File: config.mk
export PLATFORM = sky130hd
export DESIGN_NAME = imem_boot_loader
export DESIGN_NICKNAME = d
export VERILOG_FILES = /design/src/rtl/imem_loader_pkg.sv /design/src/rtl/imem_boot_loader_word_assembler.sv /design/src/rtl/imem_boot_loader.sv
export SDC_FILE = /design/constraint.sdc
export NUM_CORES = 1
export LEC_CHECK = 0
export ABC_AREA = 1
export CAP_MARGIN = 20
export CORE_ASPECT_RATIO = 0.7
export CORE_MARGIN = 8
export CORE_UTILIZATION = 60
export DETAILED_ROUTE_END_ITERATION = 10
export PLACE_DENSITY = 0.84
export SKIP_CTS_REPAIR_TIMING = 1
export SLEW_MARGIN = 20
export SYNTH_ARGS = -nofsm -noshare
export SYNTH_HDL_FRONTEND = slang
export SYNTH_HIERARCHICAL = 1
export SYNTH_SLANG_ARGS = --single-unit
File: constraint.sdc
create_clock -name clk -period 3.2 [get_ports clk]
set_input_delay 0.64 -clock clk [delete_from_list [all_inputs] [get_ports clk]]
set_output_delay 0.64 -clock clk [all_outputs]
set_load 0.1 [all_outputs]
File: src/rtl/imem_loader_pkg.sv
// Shared types and constants for the instruction-memory boot loader.
// Imported by the loader top level and its word assembler.
package imem_loader_pkg;

   typedef enum logic [2:0] {
      IDLE,
      HDR0,
      HDR1,
      DATA,
      WRITE,
      FINISH,
      ERR
   } loader_state_t;

   localparam int BYTES_PER_WORD = 4;
   localparam int WORD_STRIDE    = 4;

endpackage

File: src/rtl/imem_boot_loader_word_assembler.sv
// Byte-lane shift register that packs four stream bytes into one word.
// The first byte accepted ends up in bits [7:0].
module word_assembler
   import imem_loader_pkg::*;
(
   input  logic        clk,
   input  logic        reset,
   input  logic        clear,
   input  logic [7:0]  byte_in,
   input  logic        byte_en,
   output logic [31:0] word_out,
   output logic        word_full
);

   logic [1:0] byte_idx;

   always_ff @(posedge clk) begin
      if (reset || clear) begin
         byte_idx <= '0;
         word_out <= '0;
      end else if (byte_en) begin
         word_out <= {byte_in, word_out[31:8]};
         byte_idx <= byte_idx + 2'd1;
      end
   end

   assign word_full = byte_en
                   && (byte_idx == 2'(BYTES_PER_WORD - 1));

endmodule

File: src/rtl/imem_boot_loader.sv
// Streams a length-prefixed program into instruction memory,
// stalling the core while loading and restarting its PC afterwards.
module imem_boot_loader
   import imem_loader_pkg::*;
#(
   parameter int                     INS_ADDRESS = 32,
   parameter int                     INS_W       = 32,
   parameter logic [INS_ADDRESS-1:0] BASE_ADDR   = '0,
   parameter int                     MAX_WORDS   = 15
) (
   input  logic                   clk,
   input  logic                   reset,
   input  logic                   start,
   input  logic [7:0]             rx_data,
   input  logic                   rx_valid,
   output logic                   rx_ready,
   output logic                   imem_we,
   output logic [INS_ADDRESS-1:0] imem_addr,
   output logic [INS_W-1:0]       imem_wdata,
   output logic                   cpu_stall,
   output logic                   cpu_pc_reset,
   output logic                   busy,
   output logic                   done,
   output logic                   error,
   output logic [15:0]            words_loaded
);

   localparam logic [15:0] MAX_N = 16'(MAX_WORDS);

   loader_state_t state_q, state_d;

   logic [15:0]            len_q;
   logic [15:0]            word_idx_q;
   logic [15:0]            words_loaded_q;
   logic                   done_q;
   logic [INS_ADDRESS-1:0] addr_q;
   logic [INS_ADDRESS-1:0] addr_now;
   logic [INS_W-1:0]       wdata_q;
   logic [31:0]            word;
   logic                   word_full;
   logic                   accept;
   logic                   go;
   logic                   last_word;
   logic [15:0]            hdr_len;

   assign accept    = rx_valid && rx_ready;
   assign go        = start && (state_q == IDLE || state_q == ERR);
   assign last_word = (word_idx_q == len_q - 16'd1);
   assign hdr_len   = {rx_data, len_q[7:0]};
   assign addr_now  = BASE_ADDR
                    + INS_ADDRESS'(word_idx_q)
                    * INS_ADDRESS'(WORD_STRIDE);

   word_assembler u_asm (
      .clk       (clk),
      .reset     (reset),
      .clear     (go),
      .byte_in   (rx_data),
      .byte_en   (accept && state_q == DATA),
      .word_out  (word),
      .word_full (word_full)
   );

   always_ff @(posedge clk) begin
      if (reset) state_q <= IDLE;
      else       state_q <= state_d;
   end

   always_comb begin
      state_d = state_q;
      case (state_q)
         IDLE:   if (start) state_d = HDR0;
         HDR0:   if (accept) state_d = HDR1;
         HDR1: begin
            if (accept) begin
               if (hdr_len == 16'd0)   state_d = FINISH;
               else if (hdr_len > MAX_N) state_d = ERR;
               else                    state_d = DATA;
            end
         end
         DATA:   if (word_full) state_d = WRITE;
         WRITE:  state_d = last_word ? FINISH : DATA;
         FINISH: state_d = IDLE;
         ERR:    if (start) state_d = HDR0;
         default: state_d = IDLE;
      endcase
   end

   always_comb begin
      rx_ready     = 1'b0;
      imem_we      = 1'b0;
      busy         = 1'b0;
      cpu_stall    = 1'b0;
      cpu_pc_reset = 1'b0;
      error        = 1'b0;
      done         = done_q;
      imem_addr    = addr_q;
      imem_wdata   = wdata_q;
      words_loaded = words_loaded_q;
      case (state_q)
         HDR0, HDR1, DATA: begin
            rx_ready  = 1'b1;
            busy      = 1'b1;
            cpu_stall = 1'b1;
         end
         WRITE: begin
            imem_we    = 1'b1;
            busy       = 1'b1;
            cpu_stall  = 1'b1;
            imem_addr  = addr_now;
            imem_wdata = INS_W'(word);
         end
         FINISH: begin
            cpu_pc_reset = 1'b1;
            done         = 1'b1;
         end
         // Keep the core frozen so it never runs a rejected image.
         ERR: begin
            error     = 1'b1;
            cpu_stall = 1'b1;
         end
         default: ;
      endcase
   end

   always_ff @(posedge clk) begin
      if (reset) begin
         len_q          <= '0;
         word_idx_q     <= '0;
         words_loaded_q <= '0;
         done_q         <= 1'b0;
         addr_q         <= '0;
         wdata_q        <= '0;
      end else begin
         if (go) begin
            done_q         <= 1'b0;
            words_loaded_q <= '0;
            word_idx_q     <= '0;
         end
         if (state_q == HDR0 && accept) len_q[7:0] <= rx_data;
         if (state_q == HDR1 && accept) len_q <= hdr_len;
         if (state_q == WRITE) begin
            addr_q         <= addr_now;
            wdata_q        <= INS_W'(word);
            words_loaded_q <= words_loaded_q + 16'd1;
            if (!last_word) word_idx_q <= word_idx_q + 16'd1;
         end
         if (state_q == FINISH) done_q <= 1'b1;
      end
   end

endmodule

==> run metrics <==
status complete, no violations; pin count of the biggest net entering global routing 104; Root Buffer clkbuf_16; Arr. time, crit path 2.31 ns; Final Non-Filler Cells 1337; 1st-pass router iterations 5; routed wl met2 8.30 mm; setup violators final 0; Syn Nets approximately 1100; Post-Syn Area 7440 um^2; P_leak 4.50 nW; length of routed wiring on met1 8.57 mm; sw frac 46.2%; Rows 34; GRT overflow 0; vias in the first global route between 6000 and 7000; dpl ws 0.488 ns; starting density of the core 60.7%; Peak VDD IR roughly 0.00091 V; final hold viol count 0; Final period util 92.2%; post-synthesis register bit count 150; HP Class reg -> reg; Hold Path Origin addr_q[1]$_SDFF_PP0_; hpwl dp 12.9 mm; Clk Latency, worst-skew pair 0.42 ns; count of cell types in the netlist 46; TritonCTS clock tree built; gate count of the mapped netlist 1087; Fin Hold WS around 0.45 ns; worst slew pin tran roughly 1.1 ns; fin worst setup slack 0.249 ns; yosys warns 6; crit-path max FO 103; CP Cell Sequence inv_1, nor3_2, buf_12, or2_2, o21ai_0, inv_1, buf_12; clk sink count 150; Post-DRT Antenna Nets 0; DR WL/cell 14.1 um; Startpoint Class register; WL final 18.8 mm; Seq pwr share 24.9%; Psw about 4 mW; Worst Setup SP state_q[2]$_SDFFE_PP0P_; PwrDens ~900 nW/um^2; io pins between 90 and 100; P_int 4.63 mW; Max-Slew Margin vs Limit between 20% and 30%; clock network fraction of total power 23.1%; Layout area overhead 27.4%; vias 6940; Die Ht 109 um; Core Box Area 12300 um^2; Layout Utilization 77.4%; initial antenna violation count 0; clock-pin slew on the worst setup and hold paths 0.06 ns; Layout Nets between 1000 and 1500; Critical Path Slowest Stage Cell buf_12; Chip Width 149 um; number of port buffers slightly below 100; count of pins over their slew limit 0; All-Layer GR Usage between 20% and 30%; most frequent cells in the layout 203 x nand2_1, 195 x nor2_1, 158 x inv_1; dpl cells 1305; syn_area_per_cell about 6.8 um^2; commonest non-fill, non-tap cell in the layout nand2_1; # DRC 0; unrepaired setup endpoints after global routing false; combinational share of power 51.9%; Reg2Reg Setup Slack 0.68 ns; highest routed metal layer met4; Total Neg Setup Slack 0 ns; Setup crit end kind primary output; Critical Path Max Stage Delay 0.42 ns; critical path start-end classification reg -> out; Num CTS Buffers 17; Min Clock Period, post-route 2.95 ns; R2R Path Start state_q[1]$_SDFFE_PP0P_; DRT iter0 DRCs 674; first-pass GRT wire length 30.9 mm; met3 WL 1.77 mm; die area 16300 um^2; clock buffer depth 2; layout cells sized above 1 roughly a fifth; Via-to-Cell Ratio slightly above 5; number of diodes 0; f_max 339 MHz; Worst Path Required 2.56 ns; GP Congestion 0.896; Layout Skew 0.0101 ns; max-cap violations 0; filler cell count 860; Seq/Total Area, Yosys 40.4%; H-tree levels 4
-- stage by stage --
step,total power [mW],area (um^2)
floorplan,5.30,7500
global placement,6.57,8890
detailed placement,6.63,8890
CTS,8.62,9480
global route,8.98,9480
finish,8.62,9480
-- kinds of logic (layout without fill, tap and decap cells) --
group	count (synthesis)	count (layout)	synth area share (%)
AO/OA/AOI/OAI	129	129	9.33
XOR/XNOR	27	27	3.28
adder cells (fa/ha/maj)	7	7	1.18
buffers and inverters	209	297	11.5
flip-flops	150	150	40.4
AND/OR/NAND/NOR	565	565	34.4
-- routing by layer --
layer	GRT usage, %	vias up
met3	5.89	19
li1	-	3488
met5	0	-
met2	36.3	283
met1	30.9	3150
met4	7.75	0
-- critical path, delay by kind of cell (launching register included) --
| kind | cells | cell delay, ns |
|---|---|---|
| DFF | 1 | 0.40 |
| and+or+nand+nor | 2 | 0.43 |
| AOI/OAI and AO/OA | 1 | 0.12 |
| buffers and inverters | 4 | 0.89 |
-- power groups by stage --
stage	Sequential [mW]	Clock (mW)	Combinational, mW
floorplan	2.15	0	3.15
finish	2.15	1.99	4.48
detailed placement	2.18	0	4.44
global placement	2.17	0	4.40
CTS	2.14	2.00	4.47
global route	2.17	2.08	4.74
-- synthesized netlist by cell type (all sizes together) --
library cell  count  share of area, %
a22oi             1              0.10
nor3b             3              0.30
a21oi            36               2.5
nor3             25               1.7
o21ai            80               5.4
nor2            219                12
a221oi            2              0.24
inv             160               8.1
buf              19               1.8
and2              1             0.084
dfxtp           150                40
ha                7               1.2
o31ai             1              0.10
nand2           214                12
or2              49               4.1
clkbuf           30               1.5
and3              1             0.084
o221ai            1              0.12
nand3b            6              0.61
xor2             20               2.5
a211oi            3              0.30
o211ai            1              0.10
nand3            36               2.7
a31o              1              0.12
nor4              4              0.34
o221a             1              0.15
nand4             7              0.59
xnor2             7              0.82
a311oi            1              0.12
a31oi             1             0.084
-- registers in the layout (all words and copies together), names as in the netlist --
name and count:
addr_q 32, done_q 1, len_q 16, state_q 3, u_asm/byte_idx 2, u_asm/word_out 32, wdata_q 32, word_idx_q 16
words_loaded 16
-- cell type report --
cell class / instances / area (um^2) / area share (%)
clock buffer: 19 / 443 / 4.67
clock inverter: 13 / 145 / 1.53
inverter: 160 / 601 / 6.33
multi-input combinational: 728 / 3640 / 38.4
sequential: 150 / 3000 / 31.7
tap: 162 / 203 / 2.14
timing repair buffer: 105 / 1450 / 15.3
-- worst paths after layout --
path                            depth (start not counted)                              to
worst min-delay path                                    2            addr_q[1]$_SDFF_PP0_
worst max register to register                         14  u_asm/word_out[6]$_SDFFE_PP0P_
worst max-delay path                                    7                   imem_addr[17]
worst min register to register                          2            addr_q[1]$_SDFF_PP0_
No activity file was read; power rests on OpenSTA's default activity.
